--- config.mk ---
export PLATFORM = sky130hd
export DESIGN_NAME = gbfofm_port_arbiter
export DESIGN_NICKNAME = d
export VERILOG_FILES = /design/src/rtl/gbfofm_pkg.sv /design/src/rtl/gbfofm_rd_fifo.sv /design/src/rtl/gbfofm_port_arbiter.sv
export SDC_FILE = /design/constraint.sdc
export NUM_CORES = 1
export LEC_CHECK = 0
export CAP_MARGIN = 10
export CORE_ASPECT_RATIO = 1.25
export CORE_MARGIN = 4
export CORE_UTILIZATION = 40
export DETAILED_ROUTE_END_ITERATION = 8
export PLACE_DENSITY = 0.65
export SLEW_MARGIN = 20
export SYNTH_ARGS = -nofsm -noshare
export SYNTH_HDL_FRONTEND = slang
export SYNTH_SLANG_ARGS = --single-unit
--- constraint.sdc ---
create_clock -name clk -period 2.4 [get_ports clk]
set_clock_uncertainty 0.2 [all_clocks]
set_input_delay 0.24 -clock clk [delete_from_list [all_inputs] [get_ports clk]]
set_output_delay 0.24 -clock clk [all_outputs]
set_load 0.01 [all_outputs]
--- src/rtl/gbfofm_pkg.sv ---
// Shared definitions for the GBFOFM port arbiter: default widths and the
// issue-stage command encoding.
package gbfofm_pkg;

  localparam int DEF_SRAM_DEPTH_BIT = 6;
  localparam int DEF_SRAM_WIDTH     = 28;
  localparam int DEF_RD_FIFO_DEPTH  = 4;
  localparam int DEF_MAX_WAIT       = 8;

  typedef enum logic [1:0] {
    CMD_IDLE = 2'd0,
    CMD_WR   = 2'd1,
    CMD_RD   = 2'd2
  } cmd_e;

endpackage

--- src/rtl/gbfofm_rd_fifo.sv ---
// Read-return FIFO: WIDTH x DEPTH (DEPTH a power of 2), simultaneous push/pop,
// occupancy exposed as count. Storage is reset so the head reads 0 after reset.
module gbfofm_rd_fifo
  import gbfofm_pkg::*;
#(
  parameter int WIDTH = DEF_SRAM_WIDTH,
  parameter int DEPTH = DEF_RD_FIFO_DEPTH
) (
  input  logic                       clk,
  input  logic                       rst_n,
  input  logic                       push,
  input  logic [WIDTH-1:0]           push_data,
  input  logic                       pop,
  output logic [WIDTH-1:0]           head,
  output logic [$clog2(DEPTH):0]     count,
  output logic                       empty
);

  localparam int AW = $clog2(DEPTH);
  localparam int CW = AW + 1;

  logic [WIDTH-1:0] mem [DEPTH];
  logic [AW-1:0]    wptr;
  logic [AW-1:0]    rptr;
  logic             full;

  assign head  = mem[rptr];
  assign empty = (count == '0);
  assign full  = (count == CW'(DEPTH));

  always_ff @(posedge clk or negedge rst_n) begin
    if (!rst_n) begin
      for (int unsigned i = 0; i < DEPTH; i++) mem[i] <= '0;
      wptr  <= '0;
      rptr  <= '0;
      count <= '0;
    end else begin
      if (push) begin
        mem[wptr] <= push_data;
        wptr      <= wptr + AW'(1);
      end
      if (pop) rptr <= rptr + AW'(1);
      case ({push, pop})
        2'b10:   count <= count + CW'(1);
        2'b01:   count <= count - CW'(1);
        default: count <= count;
      endcase
    end
  end

  // The arbiter's read credit must make this unreachable.
  a_no_overflow: assert property (@(posedge clk) disable iff (!rst_n) !(push && full));

endmodule

--- src/rtl/gbfofm_port_arbiter.sv ---
// Single-port GBFOFM sequencer: write/read arbitration, registered SRAM issue,
// in-flight read tracking and credit-protected read return.
// Optional read starvation guard: define GBFOFM_STARVE_GUARD_EN.
module gbfofm_port_arbiter
  import gbfofm_pkg::*;
#(
  parameter int SRAM_DEPTH_BIT = DEF_SRAM_DEPTH_BIT,
  parameter int SRAM_WIDTH     = DEF_SRAM_WIDTH,
  parameter int RD_FIFO_DEPTH  = DEF_RD_FIFO_DEPTH,
  parameter int MAX_WAIT       = DEF_MAX_WAIT
) (
  input  logic                      clk,
  input  logic                      rst_n,
  input  logic                      wr_req,
  input  logic [SRAM_DEPTH_BIT-1:0] wr_addr,
  input  logic [SRAM_WIDTH-1:0]     wr_data,
  output logic                      wr_ack,
  input  logic                      rd_req,
  input  logic [SRAM_DEPTH_BIT-1:0] rd_addr,
  output logic                      rd_ack,
  output logic                      rd_valid,
  output logic [SRAM_WIDTH-1:0]     rd_data,
  input  logic                      rd_ready,
  output logic                      write_en,
  output logic                      read_en,
  output logic [SRAM_DEPTH_BIT-1:0] addr_w,
  output logic [SRAM_DEPTH_BIT-1:0] addr_r,
  output logic [SRAM_WIDTH-1:0]     data_in,
  input  logic [SRAM_WIDTH-1:0]     data_out,
  output logic                      busy
);

  localparam int CNT_W = $clog2(RD_FIFO_DEPTH) + 1;

  cmd_e             cmd_q;
  logic             rd_pend_d;
  logic [1:0]       inflight;
  logic [CNT_W-1:0] fifo_count;
  logic             fifo_empty;
  logic             rd_cred;

  // Occupancy counts every accepted read not yet popped, so no push can overflow.
  assign rd_cred = ({1'b0, fifo_count} + (CNT_W+1)'(inflight)) < (CNT_W+1)'(RD_FIFO_DEPTH);

`ifdef GBFOFM_STARVE_GUARD_EN
  localparam int WAIT_W = $clog2(MAX_WAIT + 1);

  logic [WAIT_W-1:0] wait_cnt;
  logic              starve;

  assign starve = (wait_cnt == WAIT_W'(MAX_WAIT));

  always_comb begin
    wr_ack = rst_n & wr_req & ~(starve & rd_req & rd_cred);
    rd_ack = rst_n & rd_req & rd_cred & (~wr_req | starve);
  end

  always_ff @(posedge clk or negedge rst_n) begin
    if (!rst_n) begin
      wait_cnt <= '0;
    end else if (rd_ack || !rd_req) begin
      wait_cnt <= '0;
    end else if (wr_req && rd_cred && !starve) begin
      wait_cnt <= wait_cnt + WAIT_W'(1);
    end
  end
`else
  logic unused_max_wait;
  assign unused_max_wait = (MAX_WAIT != 0);

  always_comb begin
    wr_ack = rst_n & wr_req;
    rd_ack = rst_n & rd_req & rd_cred & ~wr_req;
  end
`endif

  always_ff @(posedge clk or negedge rst_n) begin
    if (!rst_n) begin
      cmd_q   <= CMD_IDLE;
      addr_w  <= '0;
      addr_r  <= '0;
      data_in <= '0;
    end else if (wr_ack) begin
      cmd_q   <= CMD_WR;
      addr_w  <= wr_addr;
      data_in <= wr_data;
    end else if (rd_ack) begin
      cmd_q   <= CMD_RD;
      addr_r  <= rd_addr;
    end else begin
      cmd_q   <= CMD_IDLE;
    end
  end

  assign write_en = (cmd_q == CMD_WR);
  assign read_en  = (cmd_q == CMD_RD);

  always_ff @(posedge clk or negedge rst_n) begin
    if (!rst_n) begin
      rd_pend_d <= 1'b0;
      inflight  <= '0;
    end else begin
      rd_pend_d <= read_en;
      case ({rd_ack, rd_pend_d})
        2'b10:   inflight <= inflight + 2'd1;
        2'b01:   inflight <= inflight - 2'd1;
        default: inflight <= inflight;
      endcase
    end
  end

  gbfofm_rd_fifo #(
    .WIDTH (SRAM_WIDTH),
    .DEPTH (RD_FIFO_DEPTH)
  ) u_rd_fifo (
    .clk       (clk),
    .rst_n     (rst_n),
    .push      (rd_pend_d),
    .push_data (data_out),
    .pop       (rd_valid & rd_ready),
    .head      (rd_data),
    .count     (fifo_count),
    .empty     (fifo_empty)
  );

  assign rd_valid = ~fifo_empty;
  assign busy     = (inflight != '0) | (fifo_count != '0);

endmodule
==> impl_results.md, run 1 <==
- Slew Limit Fails: 0
- I/O Pins: roughly 150
- Vias/cell: between 5 and 6
- Worst setup path class: reg -> out
- Endpoints failing hold: 0
- Fillers: between 1000 and 1500
- FMAX: roughly 430 MHz
- Post-synthesis adder-cell area fraction: 0.0156
- Total vias in the final route: ~4000
- Clock Tree Root: clkbuf_16
- Top delay family on crit path: buffers and inverters
- Post-synthesis net count: a little under 500
- Std-Cell Rows: between 50 and 60
- Psw: approximately 3.1 mW
- Final Util: 0.559
- CP max stage delay: about 0.50 ns
- CP Launch Type: register
- DR WL/cell: around 18 um
- Vias in the first global route: about 4700
- CTS tree: yes
- Clock sink total: between 150 and 200
- Antenna violations before repair: 0
- Critical Path Sink Type: primary output
- Synth top area cells: dfrtp_1 59%, mux2_2 25%, mux4_2 9.1%
- Synth cell count leaders: 164 x dfrtp_1, 152 x mux2_2, 28 x mux4_2
- Critical Path RT: 1.96 ns
- Critical-path top delay cell: mux4_2
- Synth Area in XOR/XNOR: 0.0114
- Largest family of logic cells by synthesized area: multiplexers
- DRC: 0
- Slew margin rel.: 0.432
- CTS max path bufs: 2
- Status: finished clean
- CTS buffer count: 17
- Post-CTS setup buffer count: 0
- Area growth from synthesis to layout: 36.8%
- Initial Utilization: 0.409
- Drt total wl: 14.7 mm
- Depth of the CTS H-tree: 4
- Synth Area in Compound Gates: 0.000724
- Synth top area share: 0.593
- Routed Antenna Nets: 0
- Area leader, netlist: dfrtp_1
- Number of flops mapped to enable cells by yosys: 0
- Mapped Cells: ~410
- Simple-gate share of the synthesized area: 0.0177
- Die Area: ~19000 sq um
- Final worst-path cycle share: 0.970
- Syn_area_per_cell: approximately 17 sq um
- Maximum vdd drop: about 0.41 mV
- Worst-Skew Late Latency: 0.41 ns
- Sequential power share: 0.383
- Total power: 11.4 mW
- Syn Std Cell Area: just under 7000 sq um
- Final nets: 649
- Worst-Margin Slew: about 0.85 ns
- Max-Cap Viols: 0
- DR iter-0 viols: ~180
- Arrival @ worst endpoint: 1.89 ns
- Post-synth ARST share: 1.00
- Combinational group share of total power: 0.342
- CP max FO: 9
- CP Cell Sequence: clkbuf_16, mux4_2, dlygate4sd2_1
- Die height: ~160 um
- P_int: approximately 8.3 mW
- Clock share of power: 0.275
- Final setup vio count: 0
- Tmin final: 2.33 ns
- Pre-Repair DR Iteration Count: 3
- Synth warnings: 0
- Crit path buf inv count: 2
- Pwr/cell area: 1210 nW/um^2
- First-pass GRT wire length: ~24 mm
- Port buffer count: around 150
- GR Overflow Total: 0
- Multiplexer share of the synthesized area: 0.340
- Number of diodes: 0
- Reg clk slew, reported paths: roughly 0.06 ns
- Total Routing Usage GR: 0.159
- Setup TNS: 0 ns
- Layout cells sized above 1: 0.404
- Top_reg_cell synth: dfrtp_1
- Worst min path class: reg -> reg
- Core Area: between 15000 and 20000 sq um
- Seq/Total Area, Yosys: 0.593
- Die Span X: roughly 130 um
- Largest net degree at the start of global routing: around 170
- GPL Wtd Cong: roughly 0.72
- Most frequent cell after synthesis: dfrtp_1
- Detail Placement HPWL: 9.81 mm
- Pleak: roughly 4 nW
- Post-synth cell types: 21
- Switching portion of total power: 0.270
- Seq cells post-synth: 164
layout by cell type, fill, tap and decap left out, types with 2 or more instances in the layout:
cell type	instances
dfrtp_1	162
mux2_2	152
clkdlybuf4s50_1	115
mux4_2	28
dlygate4sd2_1	22
clkbuf_16	18
inv_1	9
buf_12	8
ha_1	7
bufinv_16	6
xor2_1	5
nand2_2	4
xnor2_1	4
clkbuf_8	4
dlymetal6s2s_1	4
clkdlybuf4s15_1	4
buf_4	4
clkinv_4	3
nand3_1	2
nor2b_1	2
nand2_1	2
nor2_1	2
clkinvlp_4	2
dfrtp_2	2
power by group through the flow:
stage / clock (mW) / combinational (mW) / sequential [mW]
global placement: 0 / 4.10 / 4.31
detailed placement: 0 / 4.19 / 4.40
global route: 3.35 / 4.26 / 4.48
finish: 3.14 / 3.91 / 4.37
floorplan: 0 / 2.41 / 4.27
CTS: 3.23 / 3.98 / 4.36
final timing paths:
kind,start,to,slack [ns],cells after the start
hold / removal,cmd_q[0],rd_pend_d,0.24,1
setup reg to reg,u_rd_fifo.count[1],u_rd_fifo.count[2],0.28,8
setup / recovery,u_rd_fifo.rptr[0],rd_data[13],0.07,3
min in group asynchronous,rst_n,inflight[0],0.44,3
max in group asynchronous,rst_n,u_rd_fifo.mem[64],0.96,3
hold reg to reg,cmd_q[0],rd_pend_d,0.24,1
per-stage QoR:
stage | hold WS, ns | std cells | setup slack, ns | area [sq um]
global placement | 0.216 | 767 | 0.215 | 8720
CTS | 0.212 | 800 | -0.102 | 9410
detailed placement | 0.232 | 767 | 0.186 | 8720
floorplan | -0.256 | 407 | 0.308 | 6920
global route | 0.209 | 801 | -0.00324 | 9460
finish | 0.235 | 801 | 0.0725 | 9460
cell families (layout without fill, tap and decap cells):
| family | Yosys count | after routing |
|---|---|---|
| mux | 181 | 181 |
| flops | 164 | 164 |
| buf+inv | 27 | 201 |
| simple gates | 17 | 17 |
| xor+xnor | 9 | 9 |
| fa+ha+maj | 8 | 8 |
| compound gates | 1 | 1 |
routing by layer:
layer / vias up / routed length (um) / GRT usage
met5: - / 0 / 0
met4: 0 / 132 / 0.0460
met3: 11 / 1210 / 0.0718
met2: 126 / 7330 / 0.265
met1: 2092 / 6070 / 0.185
li1: 1814 / - / -
registers in the layout (all words and copies together) (netlist names):
name / count
inflight: 2
rd_pend_d: 1
data_in: 28
cmd_q: 2
addr_w: 6
u_rd_fifo.wptr: 2
u_rd_fifo.count: 3
u_rd_fifo.rptr: 2
u_rd_fifo.mem: 112
addr_r: 6
layout make-up:
class | count | area [sq um] | share of cell area
flip-flops and latches | 164 | 4110 | 0.434
multi-input cells | 216 | 2670 | 0.282
repair buffers | 160 | 1670 | 0.177
clock buffers | 21 | 480 | 0.0508
well taps | 220 | 275 | 0.0291
clock inverters | 11 | 221 | 0.0234
inverters | 9 | 33.8 | 0.00357
repair_timing:
| item | in CTS | in global routing |
|---|---|---|
| endpoints found under the setup margin | 30 | 18 |
| hold buffers | 1 | 0 |
| gates resized for setup | 29 | 10 |
| endpoints found under the hold margin | 165 | 0 |
| gates cloned | 0 | 1 |
Note: power is estimated with default switching activity, not from simulation.
==> run 2, diff against run 1 <==
Clock period 2.4 ns to 3.01 ns, I/O delays scaled along.
==> impl_results.md, run 2 (same netlist as run 1, synthesis figures left out) <==
- Number of flip-flops in the largest register: 112 (unchanged)
- CP Cell Sequence: buf_12, mux4_2, clkdlybuf4s50_1
- Worst min path class: reg -> reg
- Routed Antenna Nets: 0 (unchanged)
- I/O Pins: 147 (unchanged)
- CTS buffer count: 17 (unchanged)
- Die Span X: 126 um (unchanged)
- Critical path depth: 3 (unchanged)
- Arrival @ worst endpoint: 2.35 ns (+0.46 ns)
- Core Area: 16900 sq um (unchanged)
- Drt total wl: 14.8 mm (+0.35%)
- Multi-input logic area: 2670 sq um (-0.19%)
- Slew margin rel.: 0.417 (-0.0143)
- Pleak: 3.85 nW (-4.5%)
- Worst-Skew Late Latency: 0.41 ns (about the same)
- Most common cell after layout, fill and taps aside: dfrtp_1
- Endpoints failing hold: 0 (unchanged)
- Depth of the CTS H-tree: 4 (unchanged)
- CTS tree: yes
- CP max stage delay: 0.61 ns (+0.11 ns)
- Largest registers: u_rd_fifo.mem (112), data_in (28)
- First-pass GRT wire length: 24.9 mm (+2.6%)
- Vias in the first global route: 4742 (+0.92%)
- Std-Cell Rows: 53 (unchanged)
- Status: finished clean
- GPL Wtd Cong: 0.697 (-3.8%)
- CP Launch Type: register
- Commonest cells after routing, fill and taps aside: 163 x dfrtp_1, 152 x mux2_2, 145 x clkdlybuf4s50_1, 28 x mux4_2, 17 x clkbuf_16
- DR WL/cell: 18.6 um (+1.1%)
- Worst hold slack: 0.239 ns (+0.00385 ns)
- Critical Path Sink Type: primary output
- CTS resizes: 0 (-100%)
- Setup TNS: 0 ns (unchanged)
- Tmin final: 2.85 ns
- Die Area: 19500 sq um (unchanged)
- DRC: 0 (unchanged)
- Top delay family on crit path: buffers and inverters
- Area growth from synthesis to layout: 33.6%
- Worst setup path class: reg -> out
- Slew Limit Fails: 0 (unchanged)
- Max-Cap Viols: 0 (unchanged)
- Initial Utilization: 0.409 (unchanged)
- Final nets: 645 (-0.62%)
- Pre-Repair DR Iteration Count: 4 (+1)
- DR iter-0 viols: 114 (-35%)
- Crit path buf inv count: 2 (unchanged)
- Fillers: 1419 (+0.35%)
- Final worst-path cycle share: 0.946
- Total vias in the final route: 4037 (-0.15%)
- Worst-Margin Slew: 0.871 ns (+0.0183 ns)
- Register Area: 4110 sq um (about the same)
- RSZ-0062 raised after global routing: false
- CTS max path bufs: 2 (unchanged)
- Pwr/cell area: 961 nW/um^2 (-21%)
- FMAX: between 300 and 400 MHz
- Layout cells sized above 1: 0.384 (-0.0201)
- Die height: 155 um (unchanged)
- Critical-path top delay cell: dfrtp_2
- CTS Hold Buffers Added: 1 (unchanged)
- Clock Tree Root: clkbuf_16
- Maximum vdd drop: 0.388 mV (-5.6%)
- Hold path cells: 1 (unchanged)
- Clock sink total: 164 (unchanged)
- Register with the most flip-flops: u_rd_fifo.mem
- GR Overflow Total: 0 (unchanged)
- Detail Placement HPWL: 10.2 mm (+3.9%)
- Worst R2R Path Depth: 6 (-2)
- Post-CTS setup buffer count: 0 (unchanged)
- Critical Path RT: 2.51 ns (+0.55 ns)
- Final setup vio count: 0 (unchanged)
- Largest net degree at the start of global routing: 85 (-48%)
- CP max FO: 20 (+11)
- Antenna violations before repair: 0 (unchanged)
- Vias/cell: 5.08 (+0.61%)
- Reg clk slew, reported paths: 0.06 ns (about the same)
- Number of diodes: 0 (unchanged)
- Total Routing Usage GR: 0.163 (+0.00435)
- Port buffer count: 146 (unchanged)
==> run 2: per-layer routing <==
layer	vias up	track usage	wire (um)
li1	1791	-	-
met1	2105	0.190	5950
met2	122	0.270	7330
met3	19	0.0697	1280
met4	0	0.0584	227
met5	-	0	0
==> run 2: final cells by class <==
class / count / area share
sequential: 164 / 0.444
multi-input combinational: 216 / 0.289
timing repair buffer: 156 / 0.170
clock buffer: 26 / 0.0529
tap: 220 / 0.0298
clock inverter: 4 / 0.0106
inverter: 9 / 0.00366
==> run 2: worst paths after layout <==
kind	end	slack [ns]	start
max	rd_data[12]	0.16	u_rd_fifo.rptr[0]
min reg2reg	rd_pend_d	0.24	cmd_q[0]
min in group asynchronous	u_rd_fifo.count[2]	0.44	rst_n
max in group asynchronous	u_rd_fifo.mem[36]	1.63	rst_n
min	rd_pend_d	0.24	cmd_q[0]
max reg2reg	u_rd_fifo.count[1]	0.82	u_rd_fifo.count[1]
==> run 2: metrics by stage <==
step | power, mW | setup slack, ns | utilization | area, sq um | cells
floorplan | 5.33 | 0.918 | - | 6920 | 407
global placement | 6.69 | 0.584 | 0.511 | 8640 | 764
detailed placement | 6.82 | 0.557 | 0.511 | 8640 | 764
CTS | 9.03 | 0.0929 | 0.546 | 9230 | 795
global route | 9.43 | 0.0364 | 0.546 | 9240 | 795
finish | 8.88 | 0.163 | 0.546 | 9240 | 795
==> run 2: where the power goes <==
part / switching, mW / total (mW) / leakage [nW] / internal, mW
Combinational: 1.12 / 3.20 / 1.64 / 2.08
Clock: 0.795 / 2.16 / 0.281 / 1.36
Sequential: 0.480 / 3.52 / 1.92 / 3.04
Total: 2.39 / 8.88 / 3.85 / 6.48
